$ cat config.mk
export PLATFORM = sky130hd
export DESIGN_NAME = ula_mc
export DESIGN_NICKNAME = d
export VERILOG_FILES = /design/src/rtl/ula_mc.sv
export SDC_FILE = /design/constraint.sdc
export NUM_CORES = 1
export LEC_CHECK = 0
export ABC_AREA = 1
export BUFFER_PORTS_ARGS = -buffer_cell sky130_fd_sc_hd__buf_2
export CAP_MARGIN = 5
export CORE_MARGIN = 2
export CORE_UTILIZATION = 65
export CTS_CLUSTER_SIZE = 10
export DETAILED_ROUTE_END_ITERATION = 12
export PLACE_DENSITY_LB_ADDON = 0.12
export REMOVE_ABC_BUFFERS = 1
export SYNTH_ARGS = -nofsm -noshare
export SYNTH_HDL_FRONTEND = slang
export SYNTH_SLANG_ARGS = --single-unit
$ cat constraint.sdc
create_clock -name clk -period 5.4 [get_ports clk]
set_input_delay 1.08 -clock clk [delete_from_list [all_inputs] [get_ports clk]]
set_output_delay 1.08 -clock clk [all_outputs]
set_load 0.03 [all_outputs]
$ cat src/rtl/ula_mc.sv
// Multi-cycle MIPS-style ALU. Single-cycle arithmetic/logic ops complete in one
// cycle; shifts run serially, one bit position per cycle, in the SHIFT state.
module ula_mc #(
    parameter int unsigned WIDTH = 32,
    parameter int unsigned SHW   = $clog2(WIDTH)
) (
    input  logic             clk,
    input  logic             rst_n,
    input  logic             in_valid,
    output logic             in_ready,
    input  logic [2:0]       ALUOp,
    input  logic [5:0]       funct,
    input  logic [SHW-1:0]   shamt,
    input  logic [WIDTH-1:0] a,
    input  logic [WIDTH-1:0] b,
    output logic             out_valid,
    input  logic             out_ready,
    output logic [WIDTH-1:0] result,
    output logic             zero,
    output logic             illegal
);

    typedef enum logic [1:0] {StIdle, StShift, StDone} state_e;
    typedef enum logic [1:0] {ShLl, ShRl, ShRa} shift_e;

    state_e           state_q, state_d;
    shift_e           kind_q, kind_d;
    logic [SHW-1:0]   cnt_q, cnt_d;
    logic [WIDTH-1:0] result_q, result_d;
    logic             zero_q, zero_d;
    logic             illegal_q, illegal_d;
    logic             out_valid_q, out_valid_d;
    logic             in_ready_q, in_ready_d;

    // Decoded request
    logic             dec_shift;
    logic             dec_ill;
    shift_e           dec_kind;
    logic [SHW-1:0]   dec_amt;
    logic [WIDTH-1:0] alu_res;
    logic             slt_s;
    logic             slt_u;
    logic [WIDTH-1:0] shifted;

    // Decode the incoming request and compute the single-cycle result
    always_comb begin
        dec_shift = 1'b0;
        dec_ill   = 1'b0;
        dec_kind  = ShLl;
        dec_amt   = '0;
        alu_res   = '0;
        slt_s     = $signed(a) < $signed(b);
        slt_u     = a < b;
        unique case (ALUOp)
            3'b000: begin
                case (funct)
                    6'h20: alu_res = a + b;
                    6'h22: alu_res = a - b;
                    6'h24: alu_res = a & b;
                    6'h25: alu_res = a | b;
                    6'h26: alu_res = a ^ b;
                    6'h27: alu_res = ~(a | b);
                    6'h2A: alu_res = {{(WIDTH-1){1'b0}}, slt_s};
                    6'h2B: alu_res = {{(WIDTH-1){1'b0}}, slt_u};
                    6'h00: begin dec_shift = 1'b1; dec_kind = ShLl; dec_amt = shamt;      end
                    6'h02: begin dec_shift = 1'b1; dec_kind = ShRl; dec_amt = shamt;      end
                    6'h03: begin dec_shift = 1'b1; dec_kind = ShRa; dec_amt = shamt;      end
                    6'h04: begin dec_shift = 1'b1; dec_kind = ShLl; dec_amt = a[SHW-1:0]; end
                    6'h06: begin dec_shift = 1'b1; dec_kind = ShRl; dec_amt = a[SHW-1:0]; end
                    6'h07: begin dec_shift = 1'b1; dec_kind = ShRa; dec_amt = a[SHW-1:0]; end
                    default: dec_ill = 1'b1;
                endcase
            end
            3'b001: alu_res = a + b;
            3'b010: alu_res = a - b;
            3'b011: alu_res = a & b;
            3'b100: alu_res = a | b;
            3'b101: alu_res = a ^ b;
            3'b110: alu_res = {{(WIDTH-1){1'b0}}, slt_s};
            3'b111: alu_res = {{(WIDTH-1){1'b0}}, slt_u};
            default: alu_res = '0;
        endcase
    end

    // One-bit shift step applied to the working value held in result_q
    always_comb begin
        shifted = result_q;
        case (kind_q)
            ShLl:    shifted = {result_q[WIDTH-2:0], 1'b0};
            ShRl:    shifted = {1'b0, result_q[WIDTH-1:1]};
            ShRa:    shifted = {result_q[WIDTH-1], result_q[WIDTH-1:1]};
            default: shifted = result_q;
        endcase
    end

    // FSM next-state and registered-output logic
    always_comb begin
        state_d     = state_q;
        kind_d      = kind_q;
        cnt_d       = cnt_q;
        result_d    = result_q;
        zero_d      = zero_q;
        illegal_d   = illegal_q;
        out_valid_d = out_valid_q;
        case (state_q)
            StIdle: begin
                if (in_valid && in_ready_q) begin
                    illegal_d = dec_ill;
                    kind_d    = dec_kind;
                    if (dec_shift && (dec_amt != '0)) begin
                        state_d  = StShift;
                        cnt_d    = dec_amt;
                        result_d = b;
                        zero_d   = 1'b0;
                    end else begin
                        state_d     = StDone;
                        out_valid_d = 1'b1;
                        result_d    = dec_shift ? b : alu_res;
                        zero_d      = dec_shift ? (b == '0) : (alu_res == '0);
                    end
                end
            end
            StShift: begin
                result_d = shifted;
                cnt_d    = cnt_q - SHW'(1);
                if (cnt_q == SHW'(1)) begin
                    state_d     = StDone;
                    out_valid_d = 1'b1;
                    zero_d      = (shifted == '0);
                end
            end
            StDone: begin
                if (out_ready) begin
                    state_d     = StIdle;
                    out_valid_d = 1'b0;
                end
            end
            default: state_d = StIdle;
        endcase
        // Held low through reset and for the first edge after release
        in_ready_d = (state_d == StIdle);
    end

    // State and output registers, asynchronously cleared
    always_ff @(posedge clk or negedge rst_n) begin
        if (!rst_n) begin
            state_q     <= StIdle;
            kind_q      <= ShLl;
            cnt_q       <= '0;
            result_q    <= '0;
            zero_q      <= 1'b0;
            illegal_q   <= 1'b0;
            out_valid_q <= 1'b0;
            in_ready_q  <= 1'b0;
        end else begin
            state_q     <= state_d;
            kind_q      <= kind_d;
            cnt_q       <= cnt_d;
            result_q    <= result_d;
            zero_q      <= zero_d;
            illegal_q   <= illegal_d;
            out_valid_q <= out_valid_d;
            in_ready_q  <= in_ready_d;
        end
    end

    assign in_ready  = in_ready_q;
    assign out_valid = out_valid_q;
    assign result    = result_q;
    assign zero      = zero_q;
    assign illegal   = illegal_q;

endmodule

Word-level counts from Yosys, hierarchy flattened
Index checks and enable logic that the tools add are counted.
- order comparisons: 2
- bitwise gates (word level): 4
- reduce and logical (&&, ||, !) cells: 24
- mux-type cells: 33
- add/subtract/negate cells: 3
- equality and inequality tests: 30
- operators with widths (operator ; count):
    $pmux W32 S8 ; 2
    $logic_not A32 Y1 ; 3
    $mux W32 ; 3
    $pmux W32 S3 ; 1
    $lt A32 B32 Y1 ; 2
    $pmux W32 S2 ; 1
    $eq A6 B6 Y1 const B ; 8
    $add A32 B32 Y32 ; 1
    $and A32 B32 Y32 ; 1
    $not A32 Y32 ; 1
    $or A32 B32 Y32 ; 1
    $sub A32 B32 Y32 ; 1
    $xor A32 B32 Y32 ; 1
    $pmux W5 S2 ; 2
    $eq A6 B3 Y1 const B ; 3
    $mux W5 ; 3
    $reduce_or A14 Y1 ; 1
    $eq A3 B3 Y1 const B ; 4
    $eq A6 B2 Y1 const B ; 2
    $mux W1 ; 12
    $mux W2 ; 5
    $ne A2 B2 Y1 const B ; 5
    $eq A3 B2 Y1 const B ; 2
    $logic_not A2 Y1 ; 3
    other kinds (21) ; 28
- bits in registers: 45
- bits of input ports: 82
- word-level logic and storage cells: 104

Depth between registers and ports, before layout
- depth in word-level cells: 10
- gate-level depth with buffers: 23

Worst setup path after synthesis
Ideal clock, no wire load.
- kind: input port to flip-flop
- from: input a[0]
- to: register zero_q, in the netlist zero
- path slack: 2257 ps
- data arrival time: 3066 ps
- buffers on the path: 0
- setup time: 77 ps
- data required time: 5323 ps
- stages: 20
- cell sequence: ha_1 -> inv_1 -> fa_1 -> inv_1 -> nand3_1 -> nand3_1 -> nand2_1 -> nand2_1 -> nand3_1 -> nand2_1 -> nand2_1 -> nand3_1 -> nand3_1 -> a21oi_1 -> nand2_1 -> nor2_1 -> nand2_1 -> nor2_1 -> nand3_1 -> a21oi_1
- cells in the longest elaborated chain, start to end: 9
- RTL lines (what ; line ; RTL):
    start: declaration ; 14 ; input logic [WIDTH-1:0] a,
    parallel branches: the longest is 6 deep, another holds $sub A32 B32 Y32 ; - ;
    $mux W1 (*) ; 110 ; if (dec_shift && (dec_amt != '0)) begin
    $mux W1 (*) ; 107 ; if (in_valid && in_ready_q) begin
    $pmux W1 S2 (*) ; 105 ; case (state_q)
    end signal: assignment ; 160 ; zero_q <= zero_d;
    end: declaration ; 30 ; logic zero_q, zero_d;
Mark *: on every way between the ends. The select of a mux whose other input is x is not followed.
A chain may end at the register's enable or synchronous reset.

Final worst setup path
- from: input a[1]
- to: register zero_q, in the netlist zero
The elaborated chain is that of the path after synthesis.

==> flow_metrics.tcl <==
set metrics [dict create \
    postCtsHoldBufs 0 \
    cts_buffers 5 \
    clock_path_buffers 2 \
    drv_cap 0 \
    synthXorXnorAreaFrac_pct 0.526 \
    dieArea_um2 19000 \
    root_buffer "clkbuf_16" \
    core_area_um2 17400 \
    hpwlAfterDp_um 38000 \
    avgViaCountPerCell 6.50 \
    endpoint_kind "register" \
    syn_area_um2 11600 \
    status "finished clean" \
    cts-resized-gates 0 \
    grt_pass1_wl_um 74800 \
    wl_per_cell_um 20.8 \
    globalplace.congestion 1.16 \
    first_global_vias 14200 \
    setup_violations 0 \
    powerDensity_nw_per_um2 227 \
    synth_cells 2136 \
    drt-total-wl_um 50300 \
    path_clk_slew_ns 0.07 \
    syn_area_per_cell_um2 5.45 \
    die_x_um 138 \
    hold_viol 0 \
    cp.arrival_ns 4.28 \
    final_cell_mix "nand2_1 (607), inv_1 (353), nand3_1 (221)" \
    synth_top_family_by_area "simple AND/OR/NAND/NOR gates" \
    fillCellCount 1661 \
    yosysWarningCount 0 \
    antenna_left 0 \
    area_delta_synth_final_pct 5.12 \
    period_share_pct 75.1 \
    io_buffers 117 \
    antenna_found_initial 0 \
    start_kind "input pin" \
    post_cts_buffers 0 \
    layout_min_cycle_time_ns 4.06 \
    placedCellCount 2408 \
    critPathMaxStageDelay_ns 0.33 \
    cts_tree "built" \
    initial_core_util_pct 66.9 \
    fin_total_pwr_mw 2.78 \
    p_leak_nw 6.95 \
    synth_simple_gate_area_share_pct 41.2 \
    synth.area.mux_share_pct 0 \
    slew_headroom_pct 7.03 \
    ys_types 50 \
    path_cells "buf_2, inv_1, ha_1, inv_1, nand2_1, nand2_1, nand4_1, nand2_1, nand2_1, nand2_1, nand2_1, nand3_1, nand3_1, nand2_1, nand2_1, nor2_1, nand2_1, nor2_1, nand2_1, nor2_1, nand3_1, a21oi_1" \
    antenna-diode-count 0 \
    drive_gt1_share_pct 9.04 \
    dr.pass1.iters 11 \
    final_common_cell "nand2_1" \
    clk_latency_ns 0.30 \
    grt_remaining_overflow 0 \
    synthArstFlopShare_pct 100 \
    cp_slowest_cell "ha_1" \
    rsz0062_at_grt "false" \
    die_y_um 138 \
    synth-edff-count 0 \
    crit_required_ns 5.62 \
    hold_path_class "reg -> reg" \
    vias 15700 \
    worst-r2r-setup-slack_ns 2.02 \
    pin_count 118 \
    rows 48 \
    drt_iter0_markers 2391 \
    report.final.slew_viol_count 0 \
    fin_nets 2388 \
    crit_top_cell "nand2_1" \
    synthAdderAreaFrac_pct 12.6 \
    tns_ns 0 \
    track_usage_pct 51.9 \
    drcViolationCount 0 \
    timing.fmax_mhz 246 \
    synth_compound_area_share_pct 19.7 \
    critical_path_class "in -> reg" \
    cp_max_fo 4 \
    yosysSeqAreaShare_pct 9.67 \
    fin_cells 2416 \
    cts.sinks 45 \
    yosys_register_bits 45 \
    worst_slew_pin_slew_ns 1.39 \
    htree_levels 2 \
    grt_max_degree 55 \
    peakVddDrop_v 0.000226 \
    synthFlopType "dfrtp_1" \
    fin_skew_ns 0.00562 \
]
-- final timing paths --
path / from / end / depth (start not counted)
setup / recovery: a[1] / zero / 22
hold / removal: out_valid / out_valid / 2
setup reg to reg: state_q[1] / result[6] / 9
hold reg to reg: out_valid / out_valid / 2
max in group asynchronous: rst_n / result[5] / 1
min in group asynchronous: rst_n / cnt_q[4] / 1
-- cell usage after synthesis, types with 5 or more instances --
cell | count | share of area, %
a211oi_1 | 8 | 0.52
a21oi_1 | 126 | 5.4
a221oi_1 | 9 | 0.68
and3_1 | 10 | 0.54
buf_2 | 26 | 1.1
buf_4 | 11 | 0.71
buf_6 | 11 | 1.1
clkbuf_1 | 26 | 0.84
dfrtp_1 | 45 | 9.7
ha_1 | 114 | 12
inv_1 | 354 | 11
inv_2 | 15 | 0.48
nand2_1 | 607 | 20
nand2_2 | 15 | 0.81
nand3_1 | 221 | 9.5
nand3_2 | 6 | 0.52
nand4_1 | 29 | 1.6
nor2_1 | 180 | 5.8
nor2_2 | 13 | 0.70
nor3_1 | 9 | 0.39
nor4_1 | 12 | 0.64
o211ai_1 | 6 | 0.39
o21ai_0 | 123 | 5.3
o21ai_1 | 5 | 0.21
o21bai_1 | 8 | 0.52
o221ai_1 | 23 | 1.7
o22ai_1 | 75 | 4.0
xor2_1 | 7 | 0.53
-- cell type report --
cell class | instances | area [um2] | area share (%)
clock inverter | 2 | 15.0 | 0.123
clock buffer | 6 | 129 | 1.05
timing repair buffer | 128 | 668 | 5.46
sequential | 45 | 1130 | 9.19
inverter | 374 | 1410 | 11.5
multi-input combinational | 1636 | 8620 | 70.4
tap | 225 | 282 | 2.30
-- logic make-up (layout without fill, tap and decap cells) --
| kind of cell | count (synthesis) | after routing |
|---|---|---|
| and+or+nand+nor | 1117 | 1117 |
| xor gates and xnor gates | 7 | 7 |
| adders and majority gates | 116 | 116 |
| DFF | 45 | 45 |
| buffers and inverters | 455 | 510 |
| AOI/OAI and AO/OA | 396 | 396 |
-- metal layers --
layer | GRT usage, % | vias to the layer above | wire [um]
li1 | - | 7061 | -
met1 | 59.9 | 6858 | 17100
met2 | 76.0 | 1372 | 19900
met3 | 21.4 | 423 | 8320
met4 | 40.3 | 0 | 5020
met5 | 0 | - | 0
-- worst max-delay path, delay by kind of cell --
kind                       cells  cell delay [ns]
and+or+nand+nor               17             2.34
AOI/OAI and AO/OA              1             0.13
buffers and inverters          3             0.41
adders and majority gates      1             0.33
-- state kept, by name, summed over array words and instances, names as in the netlist --
signal,count
kind_q,2
cnt_q,5
in_ready,1
state_q,2
out_valid,1
result,32
zero,1
illegal,1
-- metrics by stage --
| step | hold WS (ns) | setup WS [ns] | util [%] | area, um2 |
|---|---|---|---|---|
| finish | 0.492 | 1.34 | 70.3 | 12200 |
| floorplan | 0.526 | 2.23 | - | 11100 |
| global placement | 0.463 | 1.40 | 69.5 | 12100 |
| detailed placement | 0.483 | 1.29 | 69.5 | 12100 |
| CTS | 0.499 | 1.56 | 70.3 | 12200 |
| global route | 0.527 | 1.18 | 70.3 | 12200 |
-- power breakdown --
group	switching (mW)	internal (mW)
combinational	1.33	0.525
clock	0.145	0.172
sequential	0.144	0.463
total	1.62	1.16
Note: power is estimated with default switching activity, not from simulation.
